## src/rtl/lpf_mc.sv

```systemverilog
`default_nettype none
// ============================================================================
// Module      : lpf_mc
// Description : Multi-channel, time-multiplexed one-pole low-pass filter,
//               y[n] = y[n-1] + alpha*(x[n]-y[n-1]), with one shared
//               multiplier, per-channel state array, run-time alpha,
//               valid/ready handshakes on both sides and saturating output.
//               Optional feature macro: LPF_MC_SATFLAG_EN (adds sticky
//               per-channel saturation flags on port sat_flags).
// Ports       : clk, rst            - clock, synchronous active-high reset
//               alpha [SCALE+1]     - unsigned coefficient, 2^SCALE = 1.0
//               clr_all             - synchronous clear of all channel states
//               in_valid/in_ready   - input handshake
//               in_ch, in_data      - input channel index and signed sample
//               out_valid/out_ready - output handshake
//               out_ch, out_data    - output channel index and signed result
//               sat_flags [NCH]     - sticky saturation flags (macro only)
// Revision    : 1.0 - initial release
// ============================================================================
module lpf_mc #(
    parameter int WIDTH = 10,
    parameter int SCALE = 15,
    parameter int NCH   = 4
) (
    input  logic                      clk,
    input  logic                      rst,
    input  logic [SCALE:0]            alpha,
    input  logic                      clr_all,
    input  logic                      in_valid,
    output logic                      in_ready,
    input  logic [$clog2(NCH)-1:0]    in_ch,
    input  logic signed [WIDTH-1:0]   in_data,
    output logic                      out_valid,
    input  logic                      out_ready,
    output logic [$clog2(NCH)-1:0]    out_ch,
    output logic signed [WIDTH-1:0]   out_data
`ifdef LPF_MC_SATFLAG_EN
    ,
    output logic [NCH-1:0]            sat_flags
`endif
);

    localparam int CH_W = $clog2(NCH);
    localparam int PW   = WIDTH + SCALE + 3;   // product width
    localparam int AW   = WIDTH + 3;           // accumulator width

    localparam logic [CH_W:0]           C_NCH  = (CH_W+1)'(NCH);
    localparam logic signed [PW-1:0]    C_HALF = {{(PW-SCALE){1'b0}}, 1'b1, {(SCALE-1){1'b0}}};
    localparam logic signed [AW-1:0]    C_MAX  = {4'b0000, {(WIDTH-1){1'b1}}};
    localparam logic signed [AW-1:0]    C_MIN  = {4'b1111, {(WIDTH-1){1'b0}}};

    typedef enum logic [1:0] {
        S_IDLE = 2'd0,
        S_CALC = 2'd1,
        S_OUT  = 2'd2
    } state_t;

    state_t r_state;
    state_t w_state_next;

    logic                    w_accept;
    logic                    w_calc;
    logic                    w_ch_ok;

    logic [CH_W-1:0]         r_ch;
    logic signed [WIDTH-1:0] r_x;
    logic [SCALE:0]          r_alpha;
    logic signed [WIDTH-1:0] r_y [NCH];

    logic signed [WIDTH-1:0] w_y_cur;
    logic signed [WIDTH:0]   w_diff;
    logic signed [PW-1:0]    w_diff_ext;
    logic signed [PW-1:0]    w_alpha_ext;
    logic signed [PW-1:0]    w_prod;
    logic signed [PW-1:0]    w_round;
    logic signed [AW-1:0]    w_scaled;
    logic signed [AW-1:0]    w_acc;
    logic signed [WIDTH-1:0] w_res;
    logic                    w_sat;
    logic                    w_unused_round;

    // Out-of-range channels are accepted but never enter CALC.
    assign w_ch_ok = ({1'b0, in_ch} < C_NCH);

    // ------------------------------------------------------------------
    // FSM: state register
    // ------------------------------------------------------------------
    always_ff @(posedge clk) begin
        if (rst) begin
            r_state <= S_IDLE;
        end else begin
            r_state <= w_state_next;
        end
    end

    // ------------------------------------------------------------------
    // FSM: next state and control strobes
    // ------------------------------------------------------------------
    always_comb begin
        w_state_next = r_state;
        in_ready     = 1'b0;
        w_accept     = 1'b0;
        w_calc       = 1'b0;
        case (r_state)
            S_IDLE: begin
                in_ready = 1'b1;
                // A sample coinciding with clr_all is not taken.
                if (in_valid && !clr_all) begin
                    w_accept = 1'b1;
                    if (w_ch_ok) begin
                        w_state_next = S_CALC;
                    end
                end
            end
            S_CALC: begin
                w_calc       = 1'b1;
                w_state_next = S_OUT;
            end
            S_OUT: begin
                if (out_ready) begin
                    w_state_next = S_IDLE;
                end
            end
            default: begin
                w_state_next = S_IDLE;
            end
        endcase
        if (clr_all) begin
            w_state_next = S_IDLE;
        end
    end

    // ------------------------------------------------------------------
    // Shared datapath: one multiplier, round-half-up, clamp
    // ------------------------------------------------------------------
    always_comb begin
        w_y_cur     = r_y[r_ch];
        w_diff      = {r_x[WIDTH-1], r_x} - {w_y_cur[WIDTH-1], w_y_cur};
        w_diff_ext  = {{(PW-WIDTH-1){w_diff[WIDTH]}}, w_diff};
        w_alpha_ext = {{(PW-SCALE-1){1'b0}}, r_alpha};
        w_prod      = w_diff_ext * w_alpha_ext;
        w_round     = w_prod + C_HALF;
        // Top AW bits of the rounded product are the arithmetic shift by SCALE.
        w_scaled    = w_round[PW-1:SCALE];
        w_acc       = {{3{w_y_cur[WIDTH-1]}}, w_y_cur} + w_scaled;
        w_res       = w_acc[WIDTH-1:0];
        w_sat       = 1'b0;
        if (w_acc > C_MAX) begin
            w_res = C_MAX[WIDTH-1:0];
            w_sat = 1'b1;
        end else if (w_acc < C_MIN) begin
            w_res = C_MIN[WIDTH-1:0];
            w_sat = 1'b1;
        end
    end

    // Fractional bits are discarded by the shift.
    assign w_unused_round = ^w_round[SCALE-1:0];

    // ------------------------------------------------------------------
    // Sample capture, channel state and output registers
    // ------------------------------------------------------------------
    always_ff @(posedge clk) begin
        if (rst) begin
            r_ch      <= '0;
            r_x       <= '0;
            r_alpha   <= '0;
            out_valid <= 1'b0;
            out_ch    <= '0;
            out_data  <= '0;
            for (int i = 0; i < NCH; i++) begin
                r_y[i] <= '0;
            end
        end else if (clr_all) begin
            out_valid <= 1'b0;
            for (int i = 0; i < NCH; i++) begin
                r_y[i] <= '0;
            end
        end else begin
            if (w_accept) begin
                r_ch    <= in_ch;
                r_x     <= in_data;
                r_alpha <= alpha;
            end
            if (w_calc) begin
                r_y[r_ch] <= w_res;
                out_ch    <= r_ch;
                out_data  <= w_res;
                out_valid <= 1'b1;
            end
            if ((r_state == S_OUT) && out_ready) begin
                out_valid <= 1'b0;
            end
        end
    end

`ifdef LPF_MC_SATFLAG_EN
    // Sticky flags: only rst clears them, clr_all leaves them alone.
    always_ff @(posedge clk) begin
        if (rst) begin
            sat_flags <= '0;
        end else if (w_calc && !clr_all && w_sat) begin
            sat_flags[r_ch] <= 1'b1;
        end
    end
`else
    logic w_unused_sat;
    assign w_unused_sat = w_sat;
`endif

endmodule
`default_nettype wire

```

## config.mk

```make
export PLATFORM = sky130hd
export DESIGN_NAME = lpf_mc
export DESIGN_NICKNAME = d
export VERILOG_FILES = /design/src/rtl/lpf_mc.sv
export SDC_FILE = /design/constraint.sdc
export NUM_CORES = 1
export LEC_CHECK = 0
export ABC_AREA = 1
export BUFFER_PORTS_ARGS = -buffer_cell sky130_fd_sc_hd__buf_2
export CAP_MARGIN = 10
export CELL_PAD_IN_SITES_DETAIL_PLACEMENT = 2
export CELL_PAD_IN_SITES_GLOBAL_PLACEMENT = 2
export CORE_AREA = 2 2 199 142
export CTS_BUF_LIST = sky130_fd_sc_hd__clkbuf_2
export CTS_CLUSTER_SIZE = 24
export DETAILED_ROUTE_END_ITERATION = 10
export DIE_AREA = 0 0 201 144
export PLACE_DENSITY = 0.91
export SETUP_SLACK_MARGIN = 0.5
export SYNTH_ARGS = -nofsm -noshare
export SYNTH_HDL_FRONTEND = slang
export SYNTH_SLANG_ARGS = --single-unit
```

## constraint.sdc

```tcl
create_clock -name clk -period 9.2 [get_ports clk]
set_clock_uncertainty 0.15 [all_clocks]
set_input_delay 0.92 -clock clk [delete_from_list [all_inputs] [get_ports clk]]
set_output_delay 0.92 -clock clk [all_outputs]
set_load 0.01 [all_outputs]
```

==> impl_metrics.json, run 1 <==
{
  "gp_congestion": 0.889,
  "cts_buffer_depth": 2,
  "holdBufCountCts": 0,
  "io_pins": 47,
  "synth_area_per_cell_sq_um": 7.98,
  "haltStage": "global routing",
  "synthTopCellsByArea": "fa_1 (24%), ha_1 (12%), edfxtp_1 (12%)",
  "cts_max_level": 3,
  "syn_inst": 1304,
  "rows": 51,
  "ys_seq_area_share_pct": 20.2,
  "synth_nets": 1566,
  "grt_max_degree": 41,
  "die_h_um": 144,
  "error_line": "[ERROR DPL-0033] detailed placement checks failed during check placement.",
  "post-dp-hpwl_um": 39500,
  "dp.cells": 1788,
  "cts_num_sinks": 85,
  "synth_area_sq_um": 10400,
  "ys_warn_count": 0,
  "antenna_found_initial": 2,
  "repair-timing-grt-worst-ep": "r_y[0][1]$_SDFFCE_PN0P_/D",
  "ys_types": 39,
  "portBuffers": 46,
  "synth_top_area_share_pct": 24.2,
  "start_util_pct": 38.2,
  "ys_seq_elements": 85,
  "cts_inserted_buffers": 9,
  "yosys.area.top_type": "fa_1",
  "die_x_um": 201,
  "status": "did not finish",
  "endpoint_type": "register data pin",
  "root_buffer": "clkbuf_2"
}
[what timing repair did]
item / in CTS
pin swaps: 147
gates resized for setup: 302
buffers inserted: 60
cloned: 6
endpoints found under the setup margin: 50
[per-stage QoR]
stage          instance area [sq um]  setup slack (ns)
4_1_cts                        13800             0.326
3_5_place_dp                   11800            -0.864
3_3_place_gp                   11800           -0.0467
2_1_floorplan                  10400             0.672
[cell families after synthesis]
group                      share of synthesized area, %
DFF                                                20.2
xor gates and xnor gates                           1.92
AOI/OAI and AO/OA                                  11.1
and+or+nand+nor                                    18.8
adders and majority gates                          36.6
buffers and inverters                              11.4
[synthesized netlist by cell type]
library cell and n:
dfxtp_1 45, o21ai_0 45, nor2_2 1, a31o_2 1, o21a_1 9, fa_1 126
buf_2 1, nand3_1 51, xor2_2 1, nand2_4 4, nand3_2 2, o221ai_1 1
clkbuf_1 32, nor3_1 6, nor2_1 136, nand2_2 8, nand4_1 4, buf_4 1
a32oi_1 8, o21bai_1 3, ha_1 103, inv_1 263, inv_2 2, or2_2 12
a21oi_2 19, o31ai_1 1, nand2_1 244, a21o_1 10, o22ai_1 1, a21oi_1 88
a31oi_1 4, edfxtp_1 40, nor4_1 1, xnor2_1 11, a211oi_1 1, o2111ai_1 3
xor2_1 10, buf_6 5, nand3_4 1
==> inputs of run 2 (changes only) <==
==> config.mk (replaced) <==
export PLATFORM = sky130hd
export DESIGN_NAME = lpf_mc
export DESIGN_NICKNAME = d
export VERILOG_FILES = /design/src/rtl/lpf_mc.sv
export SDC_FILE = /design/constraint.sdc
export NUM_CORES = 1
export LEC_CHECK = 0
export ABC_AREA = 1
export BUFFER_PORTS_ARGS = -buffer_cell sky130_fd_sc_hd__buf_2
export CAP_MARGIN = 10
export CORE_AREA = 2 2 165 167
export DETAILED_ROUTE_END_ITERATION = 10
export DIE_AREA = 0 0 167 169
export PLACE_DENSITY_LB_ADDON = 0.15
export SYNTH_ARGS = -nofsm -noshare
export SYNTH_HDL_FRONTEND = slang
export SYNTH_SLANG_ARGS = --single-unit
==> run 2 against run 1 <==
  * The flow now finishes without violations
  * Synthesized cell count stayed put
  * Synthesized area stayed put
==> impl_metrics.json, run 2 <==
{
  "status": "completed",
  "final_cell_mix": "inv_1 (260), nand2_1 (233), nor2_1 (129), fa_1 (124), ha_1 (99)",
  "cts_buffer_depth": 2,
  "largestRegisters": "r_y (40), r_alpha (16)",
  "area_growth_pct": 16.2,
  "post-dp-hpwl_um": 23700,
  "synth_nets": 1566,
  "grt_util_met2_pct": 36.7,
  "synth_flop_cell": "dfxtp_1",
  "fillers": 2703,
  "rows": 60,
  "track_usage_pct": 20.4,
  "grt_pass1_wl_um": 45400,
  "multi_input_area_sq_um": 7440,
  "die_h_um": 169,
  "synth-edff-count": 40,
  "maxCapViolations": 0,
  "endpoint_kind": "flip-flop",
  "die_x_um": 167,
  "top_usage_layer": "met2",
  "root_buffer": "clkbuf_16",
  "antenna_found_initial": 0,
  "fin_cells": 1743,
  "grt_max_degree": 41,
  "async_flop_share_pct": 0,
  "syn_inst": 1304,
  "largest_register_ffs": 40,
  "synth_area_per_cell_sq_um": 7.98,
  "portBuffers": 46,
  "setup_violations": 0,
  "routed_wl_um": 28700,
  "worstPathArrival_ns": 8.64,
  "synthTopCellsByArea": "fa_1 (24%), ha_1 (12%), edfxtp_1 (12%)",
  "dp.cells": 1720,
  "finalHoldViolCount": 0,
  "ys_types": 39,
  "finalCriticalPeriod_ns": 8.71,
  "vias": 8650,
  "ys_seq_elements": 85,
  "min_path_type": "flip-flop to flip-flop",
  "yosys.cell_count.top_type": "inv_1",
  "grt_pass1_vias": 8720,
  "cts_tree": "yes",
  "final_util_pct": 45.6,
  "startpoint_type": "flip-flop",
  "ys_warn_count": 0,
  "slowest_stage": "fa_1",
  "grt_overflow": 0,
  "fmax_mhz": 115,
  "post-route-period-util_pct": 94.7,
  "min_from": "r_x[0]",
  "ys_seq_area_share_pct": 20.2,
  "viasPerCell": 4.96,
  "gp_congestion": 0.874,
  "firstDrtPassIters": 5,
  "largest-register": "r_y",
  "io_pins": 47,
  "relSlewSlack_pct": 27.4,
  "cts_max_level": 3,
  "crit_top_cell": "nand2_1",
  "holdBufCountCts": 0,
  "synth_area_sq_um": 10400,
  "diodes": 0,
  "cp_data_required_time_ns": 9.13,
  "slowest_delay_ns": 0.54,
  "cp_max_fo": 12,
  "nets": 1659,
  "drive_above_1_share_pct": 17.4,
  "core_area_sq_um": 26500,
  "use_met3_pct": 2.81,
  "start_util_pct": 39.3,
  "tightest_slew_ns": 1.09,
  "ant_nets": 0,
  "final_common_cell": "inv_1",
  "drcViolationCount": 0,
  "drt_iter0_markers": 522,
  "clk_latency_ns": 0.35,
  "routedWlPerCell_um": 16.4,
  "gr-usage-met1_pct": 25.8,
  "synth_top_area_share_pct": 24.2,
  "cts_inserted_buffers": 9,
  "critPathKind": "flip-flop to flip-flop",
  "yosys.area.top_type": "fa_1",
  "yosys-top-cells-count": "inv_1 (263), nand2_1 (244), nor2_1 (136)",
  "register_area_sq_um": 2100,
  "final_max_slew_viol_count": 0,
  "clk_pin_slew_ns": 0.07,
  "dieArea_sq_um": 28200,
  "cts_num_sinks": 85
}
run 2: logic make-up after synthesis:
| group | count (synthesis) | synth area share [%] |
|---|---|---|
| xor gates and xnor gates | 22 | 1.92 |
| and+or+nand+nor | 470 | 18.8 |
| DFF | 85 | 20.2 |
| adders and majority gates | 229 | 36.6 |
| AOI/OAI and AO/OA | 194 | 11.1 |
| buffers and inverters | 304 | 11.4 |
run 2: final timing paths:
check / slack, ns / end / cells after the start
min reg2reg: 0.33 / r_x[0] / 2
max: 0.49 / r_y[1][0] / 44
max reg2reg: 0.49 / r_y[1][0] / 44
min: 0.33 / r_x[0] / 2
run 2: cell type report:
cell class                      instances  area share (%)
Multi-Input combinational cell        916            61.5
Clock buffer                            9            1.86
Timing Repair Buffer                  119            6.75
Inverter                              265            8.32
Clock inverter                          7           0.579
Timing Repair inverter                  1          0.0414
Tap cell                              341            3.53
Sequential cell                        85            17.4
run 2: timing repair:
item	in CTS	in global routing
endpoints found under the hold margin	0	0
setup endpoints to repair	4	50
resized for setup	1	76
pin swaps	0	17
cloned	0	3
buffers inserted	0	4
run 2: routing by layer:
| layer | vias to the layer above | routed length [um] |
|---|---|---|
| met5 | - | 0 |
| met4 | 0 | 524 |
| met3 | 31 | 991 |
| met2 | 159 | 14800 |
| met1 | 4207 | 12300 |
| li1 | 4253 | - |
run 2: through the flow:
stage                     hold slack, ns  setup slack [ns]  area (sq um)  TNS [ns]
after detailed placement           0.324            0.0166         11400         0
after global placement             0.311             0.103         11400         0
after CTS                          0.333           0.00414         11700         0
after global routing               0.374          -0.00616         12100  -0.00616
after floorplan                    0.285             0.672         10400         0
final                              0.330             0.488         12100         0
run 2: worst max-delay path, delay by kind of cell (launching register included):
family | cells | cell delay, ns
AOI/OAI and AO/OA | 9 | 1.39
adders and majority gates | 9 | 3.74
and+or+nand+nor | 18 | 1.86
DFF | 1 | 0.36
xor gates and xnor gates | 1 | 0.20
buffers and inverters | 7 | 0.69
Power of run 2 is left out: the tool's default activity adds up to more than one toggle a clock period on the data nets, which glitch-free logic cannot reach.
